==> src/rtl/z80_bus_pkg.sv <==
// z80_bus_pkg: shared state/phase encodings and bus constants for the Z80 memory read sequencers.
package z80_bus_pkg;

    typedef enum logic [2:0] {
        ST_IDLE,
        ST_OPLO,
        ST_OPHI,
        ST_DAT0,
        ST_DAT1,
        ST_FIN
    } seq_state_e;

    typedef enum logic [1:0] {
        PH_T1,
        PH_T2,
        PH_TW,
        PH_T3
    } t_phase_e;

    localparam int T_RD_MEM = 3;

    // z80fi M-cycle type codes
    localparam logic [1:0] CYCLE_NONE     = 2'd0;
    localparam logic [1:0] CYCLE_RDWR_MEM = 2'd1;
    localparam logic [1:0] CYCLE_RDWR_IO  = 2'd2;
    localparam logic [1:0] CYCLE_INTACK   = 2'd3;

endpackage

==> src/rtl/z80_mem_read_cycle.sv <==
// z80_mem_read_cycle: one T1/T2/Tw*/T3 memory read with /WAIT handling.
// Ports: req_i holds the cycle active (phases advance only while high), addr_i/addr_o bus address,
// mreq_n_o/rd_n_o strobes, wait_n_i /WAIT, data_i bus data; data_o/done_o/tcycles_o are
// registered at the end of T3, so done_o is high in the cycle after T3.
module z80_mem_read_cycle
    import z80_bus_pkg::*;
#(
    parameter int WAIT_EN = 1,
    parameter int MAX_TW  = 7
) (
    input  logic        clk_i,
    input  logic        reset_n_i,
    input  logic        req_i,
    input  logic [15:0] addr_i,
    input  logic        wait_n_i,
    input  logic [7:0]  data_i,
    output logic [15:0] addr_o,
    output logic        mreq_n_o,
    output logic        rd_n_o,
    output logic [7:0]  data_o,
    output logic        done_o,
    output logic [3:0]  tcycles_o
);

    if (MAX_TW < 0 || MAX_TW > 12) begin : g_bad_max_tw
        $error("MAX_TW must be 0..12");
    end

    localparam logic [3:0] TW_SAT = 4'(MAX_TW);

    t_phase_e   phase_q, phase_d;
    logic [3:0] tw_q, tw_d, tcyc_q, tcyc_d;
    logic [7:0] data_q, data_d;
    logic       done_q, done_d;

    always_comb begin
        phase_d = phase_q;
        tw_d    = tw_q;
        tcyc_d  = tcyc_q;
        data_d  = data_q;
        done_d  = 1'b0;
        if (req_i) begin
            case (phase_q)
                PH_T1: begin
                    phase_d = PH_T2;
                    tw_d    = 4'd0;
                end
                PH_T2: phase_d = (WAIT_EN != 0 && !wait_n_i) ? PH_TW : PH_T3;
                PH_TW: begin
                    phase_d = wait_n_i ? PH_T3 : PH_TW;
                    tw_d    = (tw_q == TW_SAT) ? tw_q : tw_q + 4'd1;
                end
                default: begin
                    phase_d = PH_T1;
                    done_d  = 1'b1;
                    tcyc_d  = 4'(T_RD_MEM) + tw_q;
                    data_d  = data_i;
                end
            endcase
        end
    end

    always_ff @(posedge clk_i or negedge reset_n_i) begin
        if (!reset_n_i) begin
            phase_q <= PH_T1;
            tw_q    <= 4'd0;
            tcyc_q  <= 4'd0;
            data_q  <= 8'd0;
            done_q  <= 1'b0;
        end else begin
            phase_q <= phase_d;
            tw_q    <= tw_d;
            tcyc_q  <= tcyc_d;
            data_q  <= data_d;
            done_q  <= done_d;
        end
    end

    assign addr_o    = req_i ? addr_i : 16'd0;
    assign mreq_n_o  = !req_i;
    assign rd_n_o    = !req_i;
    assign data_o    = data_q;
    assign done_o    = done_q;
    assign tcycles_o = tcyc_q;

endmodule

==> src/rtl/z80_ind_nn_read_seq.sv <==
// z80_ind_nn_read_seq: M-cycle sequencer for LD A,(nn) / LD rr,(nn): fetch nn, then read NBYTES bytes at nn.
// Ports: start_i/pc_in_i launch an operation, wait_n_i and data_in_i come from the bus,
// addr_o/mreq_n_o/rd_n_o drive it; busy_o, done_o, result_o, nn_out_o, pc_out_o report the
// operation, mc_valid_o/mc_tcycles_o report each finished M-cycle to the trace path.
module z80_ind_nn_read_seq
    import z80_bus_pkg::*;
#(
    parameter int NBYTES  = 1,
    parameter int WAIT_EN = 1,
    parameter int MAX_TW  = 7
) (
    input  logic                  clk_i,
    input  logic                  reset_n_i,
    input  logic                  start_i,
    input  logic [15:0]           pc_in_i,
    input  logic                  wait_n_i,
    input  logic [7:0]            data_in_i,
    output logic [15:0]           addr_o,
    output logic                  mreq_n_o,
    output logic                  rd_n_o,
    output logic                  busy_o,
    output logic                  done_o,
    output logic [8*NBYTES-1:0]   result_o,
    output logic [15:0]           nn_out_o,
    output logic [15:0]           pc_out_o,
    output logic                  mc_valid_o,
    output logic [3:0]            mc_tcycles_o
);

    if (NBYTES != 1 && NBYTES != 2) begin : g_bad_nbytes
        $error("NBYTES must be 1 or 2");
    end

    seq_state_e          state_q, state_d;
    logic [15:0]         pc3_q, pc3_d, nn_q, nn_d, rd_addr;
    logic [8*NBYTES-1:0] res_q, res_d;
    logic                armed_q, mc_valid, req;
    logic [7:0]          rdata;

    // The gap cycle between M-cycles is the one where the read cycle reports completion.
    assign req = (state_q inside {ST_OPLO, ST_OPHI, ST_DAT0, ST_DAT1}) && !mc_valid;

    // pc+3 is kept instead of pc so pc_out reads 0 out of reset; operand addresses derive from it.
    assign rd_addr = state_q == ST_OPLO ? pc3_q - 16'd2 :
                     state_q == ST_OPHI ? pc3_q - 16'd1 :
                     state_q == ST_DAT0 ? nn_q : nn_q + 16'd1;

    always_comb begin
        state_d = state_q;
        pc3_d   = pc3_q;
        nn_d    = nn_q;
        res_d   = res_q;
        if (state_q == ST_IDLE && start_i && armed_q) begin
            state_d = ST_OPLO;
            pc3_d   = pc_in_i + 16'd3;
        end
        if (state_q == ST_FIN) state_d = ST_IDLE;
        if (mc_valid) begin
            state_d = state_q == ST_OPLO ? ST_OPHI :
                      state_q == ST_OPHI ? ST_DAT0 :
                      (state_q == ST_DAT0 && NBYTES == 2) ? ST_DAT1 : ST_FIN;
            if (state_q == ST_OPLO) nn_d[7:0] = rdata;
            if (state_q == ST_OPHI) nn_d[15:8] = rdata;
            if (state_q == ST_DAT0) res_d[7:0] = rdata;
            if (state_q == ST_DAT1) res_d[8*NBYTES-1 -: 8] = rdata;
        end
    end

    // armed_q blocks a start that coincides with reset release.
    always_ff @(posedge clk_i or negedge reset_n_i) begin
        if (!reset_n_i) begin
            state_q <= ST_IDLE;
            pc3_q   <= 16'd0;
            nn_q    <= 16'd0;
            res_q   <= '0;
            armed_q <= 1'b0;
        end else begin
            state_q <= state_d;
            pc3_q   <= pc3_d;
            nn_q    <= nn_d;
            res_q   <= res_d;
            armed_q <= 1'b1;
        end
    end

    z80_mem_read_cycle #(
        .WAIT_EN(WAIT_EN),
        .MAX_TW (MAX_TW)
    ) u_rd (
        .clk_i    (clk_i),
        .reset_n_i(reset_n_i),
        .req_i    (req),
        .addr_i   (rd_addr),
        .wait_n_i (wait_n_i),
        .data_i   (data_in_i),
        .addr_o   (addr_o),
        .mreq_n_o (mreq_n_o),
        .rd_n_o   (rd_n_o),
        .data_o   (rdata),
        .done_o   (mc_valid),
        .tcycles_o(mc_tcycles_o)
    );

    assign busy_o     = state_q != ST_IDLE;
    assign done_o     = state_q == ST_FIN;
    assign result_o   = res_q;
    assign nn_out_o   = nn_q;
    assign pc_out_o   = pc3_q;
    assign mc_valid_o = mc_valid;

endmodule

==> config.mk <==
export PLATFORM = sky130hd
export DESIGN_NAME = z80_ind_nn_read_seq
export DESIGN_NICKNAME = d
export VERILOG_FILES = /design/src/rtl/z80_bus_pkg.sv /design/src/rtl/z80_mem_read_cycle.sv /design/src/rtl/z80_ind_nn_read_seq.sv
export SDC_FILE = /design/constraint.sdc
export NUM_CORES = 1
export LEC_CHECK = 0
export BUFFER_PORTS_ARGS = -buffer_cell sky130_fd_sc_hd__buf_2
export CORE_MARGIN = 3
export CORE_UTILIZATION = 40
export DETAILED_ROUTE_END_ITERATION = 8
export MAX_ROUTING_LAYER = met4
export SYNTH_ARGS = -nofsm -noshare
export SYNTH_HDL_FRONTEND = slang
export SYNTH_SLANG_ARGS = --single-unit
==> constraint.sdc <==
create_clock -name clk_i -period 4.2 [get_ports clk_i]
set_input_delay 0.63 -clock clk_i [delete_from_list [all_inputs] [get_ports clk_i]]
set_output_delay 0.63 -clock clk_i [all_outputs]
set_load 0.02 [all_outputs]
### After elaboration in Yosys (flattened, before gate mapping)

Index checks and enable logic that the tools add are counted.

* add/sub/neg operators: 6
* equal/unequal tests: 9
* muxes and demuxes: 17
* bitwise operators: 1
* reduce and logical (&&, ||, !) cells: 19

Operators with widths (count)
* 16-bit two-way mux: 4
* 16-bit by 1-bit adder with 16-bit output, second input constant: 1
* 16-bit by 2-bit adder with 16-bit output, second input constant: 1
* 8-bit two-way mux: 2
* 16-bit by 1-bit subtractor with 16-bit output, second input constant: 1
* 16-bit by 2-bit subtractor with 16-bit output, second input constant: 1
* 3-bit two-way mux: 5
* 4-bit case mux with 2 select lines: 1
* 2-bit AND reduction: 4
* 3-bit by 2-bit equality test with 1-bit output, second input constant: 2
* 3-bit equality test, second input constant: 2
* 3-bit nonzero test: 2
* 2-bit by 4-bit adder with 4-bit output, first input constant: 1
* 4-bit by 1-bit adder with 4-bit output, second input constant: 1
* 4-bit by 3-bit equality test with 1-bit output, second input constant: 1
* 4-bit two-way mux: 1
* 2-bit case mux with 2 select lines: 1
* 2-bit nonzero test: 2
* 4-bit nonzero test: 1
* 3-bit by 1-bit equality test with 1-bit output, second input constant: 1
* 1-bit logical AND: 3
* 3-bit logical NOT: 1
* 1-bit two-way mux: 3
* 3-bit AND reduction: 1
* 8 further kinds: 9

* flip-flop bits (word level): 63
* input port bits: 28
* output and inout bits: 65
* logic and storage cells: 63

### Longest topological paths before layout

Gate-level depths: netlist of the first run.

* word-level depth: 6
* depth in mapped cells: 8

### Hierarchy

From an unflattened synthesis of the first run, not the netlist that was laid out.

* cells, all modules: 420
* area, all modules: 4006.3 um2

Modules (own cells, without submodules)
* z80_ind_nn_read_seq: times used 1, cells each 325, area each 2996.6 um2, seq. area each 1101.1 um2
* z80_mem_read_cycle: times used 1, cells each 95, area each 1009.7 um2, seq. area each 475.5 um2

### Worst setup path after synthesis of the first run

OpenSTA, ideal clock, no wires.

* path type: register to output
* start: register pc3_q[1], in the netlist pc_out_o[1]
* end: output addr_o[15]
* arrival time: 2.142 ns
* slack: 1.428 ns
* stages on the path, launching flop included: 8
* cell sequence: dfrtp_1 > inv_1 > ha_1 > nor3b_4 > nand4_2 > nor2b_2 > xnor2_1 > a221oi_1

* word-level cells in the longest chain between the ends: 4
* elaborated cells between the ends (all ways): 5

RTL lines
* from (decl): RTL line z80_ind_nn_read_seq.sv:35 `logic [15:0] pc3_q, pc3_d, nn_q, nn_d, rd_addr;`
* from (signal assigned): RTL line z80_ind_nn_read_seq.sv:79 `pc3_q <= pc3_d;`
* 16-bit by 1-bit subtractor with 16-bit output: RTL line z80_ind_nn_read_seq.sv:45 `state_q == ST_OPHI ? pc3_q - 16'd1 :`
* 16-bit two-way mux: RTL line z80_ind_nn_read_seq.sv:45
* 16-bit two-way mux (*): RTL line z80_ind_nn_read_seq.sv:44 `assign rd_addr = state_q == ST_OPLO ? pc3_q - 16'd2 :`
* 16-bit two-way mux (*): RTL line z80_mem_read_cycle.sv:79 `assign addr_o = req_i ? addr_i : 16'd0;`
* to (decl): RTL line z80_ind_nn_read_seq.sv:18 `output logic [15:0] addr_o,`

Every way passes the cells marked *; elsewhere a longest branch is shown, timed or not.

### Worst setup path after layout of the first run

* start: register state_q[2]
* end: output addr_o[14]

* word-level cells in the longest chain between the ends: 5
* elaborated cells between the ends (all ways): 10

RTL lines
* from (decl): RTL line z80_ind_nn_read_seq.sv:34 `seq_state_e state_q, state_d;`
* from (signal assigned): RTL line z80_ind_nn_read_seq.sv:78 `state_q <= state_d;`
* 3-bit by 2-bit equality test with 1-bit output: RTL line z80_ind_nn_read_seq.sv:41, z80_ind_nn_read_seq.sv:46
* 16-bit two-way mux: RTL line z80_ind_nn_read_seq.sv:46 `state_q == ST_DAT0 ? nn_q : nn_q + 16'd1;`
* 16-bit two-way mux: RTL line z80_ind_nn_read_seq.sv:45
* 16-bit two-way mux: RTL line z80_ind_nn_read_seq.sv:44
* 16-bit two-way mux (*): RTL line z80_mem_read_cycle.sv:79

Marks and branches as above.

==> results of run 1 <==
-- registers in the layout, indices dropped and copies added, names as in the netlist, 2 cells and up --
name	flops
nn_out_o	16
pc_out_o	16
result_o	8
state_q	3
u_rd.data_o	8
u_rd.phase_q	2
u_rd.tcycles_o	4
u_rd.tw_q	4
-- stage by stage --
stage | power [W] | setup slack, ns | cell area, um^2
2_1_floorplan | 0.00285 | 1.43 | 4030
5_1_grt | 0.00458 | 0.728 | 4800
4_1_cts | 0.00429 | 0.886 | 4800
6_report | 0.00427 | 0.879 | 4800
3_3_place_gp | 0.00358 | 1.34 | 4550
3_5_place_dp | 0.00361 | 1.28 | 4550
-- kinds of logic (layout without fill, tap and decap cells) --
logic type                 Yosys count  in the layout
adders and majority gates           10             10
DFF                                 63             63
other                                1              1
muxes                               24             24
xor gates and xnor gates            44             44
AOI/OAI and AO/OA                   93             93
buffers and inverters               41            127
and+or+nand+nor                    168            168
-- cells in the mapped netlist (11+ instances only) --
cell / instances
nand2_1: 70
dfrtp_1: 63
o21ai_0: 35
xnor2_1: 23
mux2_2: 21
xor2_1: 21
nand3_1: 18
nor2_1: 18
a21oi_1: 17
inv_1: 16
buf_2: 11
-- power by group through the flow --
stage | logic (W) | clock network [W] | registers [W]
floorplan | 0.00148 | 0 | 0.00136
global placement | 0.00229 | 0 | 0.00130
detailed placement | 0.00230 | 0 | 0.00131
CTS | 0.00231 | 0.000684 | 0.00130
global route | 0.00251 | 0.000720 | 0.00135
finish | 0.00230 | 0.000674 | 0.00130
-- worst paths after layout --
path,from,end,slack (ns)
worst max-delay path,state_q[2],addr_o[14],0.88
worst min-delay path,reset_n_i,u_rd.tcycles_o[0],0.42
worst max register to register,state_q[2],u_rd.tw_q[3],1.85
worst min register to register,u_rd.tcycles_o[2],u_rd.tcycles_o[2],0.48
max in group asynchronous,reset_n_i,pc_out_o[1],2.91
min in group clk_i,data_in_i[4],u_rd.data_o[4],0.47
-- cells in the final DEF (no fill, tap or decap), drive strengths merged, types with 18 or more instances in the layout --
| cell | instances |
|---|---|
| mux2 | 21 |
| inv | 18 |
| nor2 | 18 |
| dfrtp | 63 |
| buf | 93 |
| nand2 | 71 |
| nand3 | 19 |
| a21oi | 18 |
| xor2 | 21 |
| xnor2 | 23 |
| o21ai | 35 |
-- metal layers --
metal	GRT usage (%)	share of wire [%]	routed length, um	vias to the layer above
met5	-	0	0	-
met4	6.66	1.4	163	0
met3	3.52	5.3	598	13
met2	32.6	47	5290	105
met1	28.0	46	5220	1713
li1	-	-	-	1739
-- layout make-up --
| cell class | instances | area, um^2 | share of cell area (%) |
|---|---|---|---|
| multi-input combinational | 340 | 2280 | 47.4 |
| clock buffer | 10 | 138 | 2.87 |
| inverter | 18 | 67.6 | 1.41 |
| tap | 129 | 161 | 3.36 |
| clock inverter | 6 | 116 | 2.42 |
| timing repair buffer | 93 | 468 | 9.74 |
| sequential | 63 | 1580 | 32.8 |
==> summary.md, run 1 <==
| Metric | Value |
|---|---|
| Run status | `complete, no violations` |
| Net Count, Synth | `482` |
| Max rail drop VDD | `544 uV` |
| Sequential element share of the synthesized area | `39.1%` |
| Via count | `3570` |
| Fraction of synthesized area in multiplexers | `6.62%` |
| Wire length of the first global-routing pass | `18100 um` |
| Min cycle time layout | `3.32 ns` |
| Horizontal extent of the die | `106 um` |
| Layout cells sized above 1 | `27.7%` |
| Sinks on Clock Net | `63` |
| Top achievable clock speed | `301 MHz` |
| Cell Pwr Density | `889 nW/um^2` |
| Nature of the critical path startpoint | `flop` |
| Final period utilization | `79.1%` |
| Rows | `35` |
| Slowest cell on the critical path | `dfrtp_1` |
| Family with the most delay on the worst path | `compound AO/OA/AOI/OAI gates` |
| Fill cells | `950` |
| Unrepaired setup endpoints after global routing | `no` |
| Levels on crit path | `5` |
| Count of buffer and inverter cells on the critical path | `2` |
| Xor/xnor share of the synthesized area | `9.57%` |
| Post-synthesis register bit count | `63` |
| Share of the synthesized area in the top cell type | `39.1%` |
| Worst slew margin relative to its limit | `36.3%` |
| Final clock skew | `0.00872 ns` |
| Die area | `11300 um^2` |
| Class of the tightest hold or removal check | `input port to asynchronous set/reset pin` |
| Actual transition at the worst max-transition pin | `0.955 ns` |
| Detailed-route wire length per cell | `17.1 um` |
| TritonCTS buffer count | `9` |
| Accumulated negative setup slack | `0 ns` |
| Clock network latency to the later pin of the worst-skew pair | `0.35 ns` |
| Antenna violations before repair | `0` |
| Switching power | `0.00213 W` |
| Crit end category | `primary output` |
| Highest fanout seen on the critical path | `19` |
| Non-filler instance count after layout | `659` |
| Post-detailed-route DRC marker count | `0` |
| GP Congestion | `0.962` |
| Synthesized-area fraction occupied by adder cells | `3.11%` |
| Final setup violating endpoints | `0` |
| Number of global-route vias before repair | `3475` |
| Number of enable-type register cells in the synthesized netlist | `0` |
| Cell type with the largest total area after synthesis | `dfrtp_1` |
| Largest family of logic cells by synthesized area | `simple AND/OR/NAND/NOR gates` |
| Max-cap check violation count | `0` |
| Number of nets in the finished design | `563` |
| Std-Cell Core Area | `9500 um^2` |
| Switching part of the total | `49.9%` |
| Post-detailed-routing wire length | `11300 um` |
| Overall overflow remaining after global route | `0` |
| Synth Area in Compound Gates | `15.2%` |
| Total leakage power | `2.18 nW` |
| Internal power | `0.00214 W` |
| ANT nets after route | `0` |
| CTS max path bufs | `2` |
| Distinct cell type count of the synthesized netlist | `64` |
| Synthesized-area fraction occupied by and/or/nand/nor cells | `21.9%` |
| Post-Syn Area | `4030 um^2` |
| Post-cts resize count | `0` |
| # diodes | `0` |
| Sequential cell fraction of total power | `30.4%` |
| Root buffer cell | `clkbuf_8` |
| Highest cell delay on the worst timing path | `0.66 ns` |
| TritonCTS clock tree | `built` |
| Layout Area Growth over Synthesis | `19.3%` |
| Synthesized area per cell | `9.07 um^2` |
| Clock network fraction of design power | `15.8%` |
| Effective utilization at floorplan | `42.4%` |
| Crit Path Category | `flop to primary output` |
| Post-CTS repair timing setup buffer count | `0` |
| First-iteration detailed-routing DRC count | `288` |
| Number of top-level design ports | `93` |
| R2R cell count | `6` |
| Hold slack | `0.424 ns` |
| Detail Placement HPWL | `8650 um` |
| Length of the first detailed-routing pass in iterations | `5` |
| Clock transition time at the flip-flop clock pins of the worst setup and hold paths | `0.08 ns` |
| Worst endpoint data arrival time | `2.69 ns` |
| GRT Overall Usage | `21.0%` |
| Util after Layout | `50.5%` |
| H-tree level count | `3` |
| Die boundary height | `106 um` |
| Synthesis Warnings | `0` |
| Number of instances in the synthesized netlist | `444` |
| Power share of the combinational group | `53.8%` |
| Final count of pins violating max slew | `0` |
| Cell count after placement | `643` |
| CTS Hold Buffers Added | `0` |
| Required time of the worst setup path | `3.57 ns` |
| Most used flip-flop cell after synthesis | `dfrtp_1` |
| Vias per inst | `5.42` |
| Synth top area cells | `dfrtp_1 (39%), nand2_1 (6.5%), mux2_2 (5.9%)` |
| Chain of cells forming the critical path | `or3b_4 -> a21oi_4 -> inv_2 -> o32ai_1 -> buf_2` |
| Maximum number of pins on one net before global-route repair | `43` |
| Fraction of synthesis flops using an asynchronous set or reset pin | `100%` |
| Final Hold Viols | `0` |
| Number of buffer cells added on primary ports | `92` |
Power figures use the tool's default switching activity.
==> run 2: changes to the inputs <==
ABC_AREA = 1   (was not set)
clock period = 3.15 ns   (was 4.2 ns; I/O delays follow)
==> summary.md, run 2 <==
| Metric | Value |
|---|---|
| Launch point of the worst path | `state_q[0]` |
| Number of buffer cells added on primary ports | `92 (unchanged)` |
| Layout cells sized above 1 | `19.5% (-8.2 points)` |
| Highest fanout seen on the critical path | `22 (+3)` |
| Clock network fraction of design power | `13.6% (-2.2 points)` |
| Maximum number of pins on one net before global-route repair | `64 (+49%)` |
| Accumulated negative setup slack | `0 ns (unchanged)` |
| Via count | `4222 (+18%)` |
| ANT nets after route | `0 (unchanged)` |
| Power share of the combinational group | `57.4% (+3.6 points)` |
| Switching part of the total | `53.5% (+3.6 points)` |
| Required time of the worst setup path | `2.68 ns (-0.89 ns)` |
| # diodes | `0 (unchanged)` |
| Crit Path Category | `flop to primary output` |
| GRT Overall Usage | `21.8% (+0.82 points)` |
| Synth top area cells | `dfrtp_1 (37%), nand2_1 (15%), o21ai_0 (8.1%)` |
| Post-cts resize count | `0 (unchanged)` |
| Effective utilization at floorplan | `42.1% (-0.30 points)` |
| Min cycle time layout | `2.89 ns` |
| Top achievable clock speed | `346 MHz` |
| Overall overflow remaining after global route | `0 (unchanged)` |
| Actual transition at the worst max-transition pin | `0.821 ns (-0.134 ns)` |
| Std-Cell Core Area | `10000 um^2 (+5.2%)` |
| Post-CTS repair timing setup buffer count | `0 (unchanged)` |
| Sequential element share of the synthesized area | `37.5% (-1.7 points)` |
| Clock network latency to the later pin of the worst-skew pair | `0.37 ns (+0.02 ns)` |
| Number of enable-type register cells in the synthesized netlist | `0 (unchanged)` |
| End of the worst register-to-register path | `nn_out_o[0]` |
| Layout Area Growth over Synthesis | `17.9%` |
| Post-synthesis register bit count | `63 (unchanged)` |
| Launching point of the worst reg2reg path | `state_q[0]` |
| Net Count, Synth | `639 (+33%)` |
| Clock transition time at the flip-flop clock pins of the worst setup and hold paths | `0.08 ns (about the same)` |
| Die area | `11800 um^2 (+4.2%)` |
| Internal power | `0.00248 W (+16%)` |
| CTS max path bufs | `2 (unchanged)` |
| Length of the first detailed-routing pass in iterations | `5 (unchanged)` |
| Max-cap check violation count | `0 (unchanged)` |
| Number of global-route vias before repair | `3896 (+12%)` |
| TritonCTS buffer count | `9 (unchanged)` |
| Final period utilization | `91.8%` |
| Util after Layout | `49.6% (-0.92 points)` |
| R2R cell count | `7 (+1)` |
| Nature of the critical path startpoint | `flop` |
| Cell Pwr Density | `1080 nW/um^2 (+21%)` |
| Most used flip-flop cell after synthesis | `dfrtp_1` |
| Root buffer cell | `clkbuf_8` |
| Fraction of synthesis flops using an asynchronous set or reset pin | `100% (unchanged)` |
| Synthesized area per cell | `7.00 um^2 (-23%)` |
| GP Congestion | `0.912 (-5.2%)` |
| Sinks on Clock Net | `63 (unchanged)` |
| Most common cell after layout, fill and taps aside | `nand2_1` |
| Share of the synthesized area in the top cell type | `37.5% (-1.7 points)` |
| Fill cells | `1061 (+12%)` |
| Wire length of the first global-routing pass | `19200 um (+6.4%)` |
| Total power consumption of the routed design | `0.00533 W (+25%)` |
| TritonCTS clock tree | `built` |
| Distinct cell type count of the synthesized netlist | `37 (-42%)` |
| Most instantiated cells after synthesis | `nand2_1 (167), o21ai_0 (68), inv_1 (65)` |
| Detailed-route wire length per cell | `14.6 um (-15%)` |
| Unrepaired setup endpoints after global routing | `no` |
| Die boundary height | `109 um (+2.1%)` |
| Final setup violating endpoints | `0 (unchanged)` |
| Detail Placement HPWL | `9140 um (+5.7%)` |
| Number of nets in the finished design | `730 (+30%)` |
| Rows | `36 (+2.9%)` |
| Post-detailed-route DRC marker count | `0 (unchanged)` |
| Final Hold Viols | `0 (unchanged)` |
| Post-detailed-routing wire length | `12100 um (+7.5%)` |
| H-tree level count | `3 (unchanged)` |
| Antenna violations before repair | `0 (unchanged)` |
| Number of top-level design ports | `93 (unchanged)` |
| Final count of pins violating max slew | `0 (unchanged)` |
| Crit end category | `primary output` |
| Standard cell area after detailed placement | `4760 um^2 (+4.7%)` |
| CTS Hold Buffers Added | `0 (unchanged)` |
| First-iteration detailed-routing DRC count | `248 (-14%)` |
| Sequential cell fraction of total power | `29.0% (-1.4 points)` |
| Max rail drop VDD | `575 uV (+5.7%)` |
| Worst endpoint data arrival time | `2.42 ns (-0.27 ns)` |
| Worst Setup EP | `addr_o[4]` |
| Cell type with the largest total area after synthesis | `dfrtp_1` |
| Switching power | `0.00285 W (+34%)` |
| Horizontal extent of the die | `109 um (+2.1%)` |
| Post-Syn Area | `4210 um^2 (+4.5%)` |
| Highest-count cells in the layout ignoring fill and taps | `nand2_1 (167), buf_2 (92), o21ai_0 (68), inv_1 (65), dfrtp_1 (63)` |
| Final clock skew | `0.00992 ns (+0.00121 ns)` |
| Worst slew margin relative to its limit | `45.3% (+8.9 points)` |
| Total leakage power | `2.45 nW (+12%)` |
| Class of the tightest hold or removal check | `input port to asynchronous set/reset pin` |
| Count leader, synth | `nand2_1` |
| Register-to-register path setup slack | `0.98 ns (-0.87 ns)` |
| Vias per inst | `5.09 (-6.1%)` |
| Synthesis Warnings | `0 (unchanged)` |
| Number of instances in the synthesized netlist | `601 (+35%)` |
| Layout Cell Area excl Fill | `4960 um^2 (+3.3%)` |
| Run status | `complete, no violations` |
[run 2: cell count changes after synthesis, sizes merged, moves of 5 or more]
| cell | change |
|---|---|
| xor2 | -8 |
| xnor2 | -20 |
| clkbuf | -6 |
| nand2 | +102 |
| inv | +54 |
| a211oi | -6 |
| nor4 | -11 |
| nand3b | +5 |
| o21ai | +45 |
| nor2 | +44 |
| mux2 | -21 |
| a21oi | +7 |
| nand3 | +28 |
[run 2: worst min-delay path by stage]
stage | slack [ns] | depth (start not counted) | from | end
finish | 0.29 | 2 | reset_n_i | u_rd.data_o[5]
global route | 0.30 | 3 | data_in_i[3] | u_rd.data_o[3]
CTS | 0.29 | 3 | data_in_i[0] | u_rd.data_o[0]
detailed placement | 0.47 | 2 | u_rd.tcycles_o[0] | u_rd.tcycles_o[0]
global placement | 0.46 | 2 | u_rd.tcycles_o[2] | u_rd.tcycles_o[2]
floorplan | 0.18 | 0 | reset_n_i | armed_q
[run 2: cells by family after synthesis]
group                    Yosys count  synth area share, %
adder cells (fa/ha/maj)           10                 2.97
buffers and inverters             85                 8.47
XOR/XNOR                          16                 3.33
flip-flops                        63                 37.5
AO/OA/AOI/OAI                    119                 15.6
AND/OR/NAND/NOR                  307                 32.1
other                              1               0.0891
[run 2: layer usage]
layer	up-vias	part of all wire, %	track usage, %
met5	-	0	-
met4	0	1.5	6.67
met3	14	5.6	4.48
met2	115	44	31.8
met1	1949	49	30.4
li1	2144	-	-
[run 2: area by class of cell]
type	instances	area (um^2)	share of cell area, %
inverter	71	272	5.47
clock inverter	6	70.1	1.41
tap	133	166	3.35
clock buffer	10	128	2.57
sequential	63	1580	31.8
multi-input combinational	453	2270	45.8
timing repair buffer	94	475	9.58
[run 2: critical path, stage by stage (launching register included)]
cell and delay, ns:
dfrtp_1 0.40, inv_2 0.08, nor2_1 0.15, nand2_2 0.29
nand2_4 0.18, nor2_4 0.06, nor2_8 0.24, inv_2 0.17
nor3_1 0.26, buf_2 0.21
[run 2: stage by stage]
step	setup WS [ns]	hold WS, ns	std cells
3_3_place_gp	0.705	0.461	814
5_1_grt	0.0323	0.302	830
3_5_place_dp	0.648	0.468	814
4_1_cts	0.220	0.290	830
2_1_floorplan	0.844	0.177	601
6_report	0.257	0.286	830
[run 2: power groups by stage]
| stage | Sequential, W | Combinational, W | Clock [W] |
|---|---|---|---|
| after floorplan | 0.00177 | 0.00189 | 0 |
| after global placement | 0.00155 | 0.00306 | 0 |
| after detailed placement | 0.00156 | 0.00307 | 0 |
| after CTS | 0.00155 | 0.00309 | 0.000749 |
| after global routing | 0.00160 | 0.00343 | 0.000781 |
| final | 0.00155 | 0.00306 | 0.000725 |
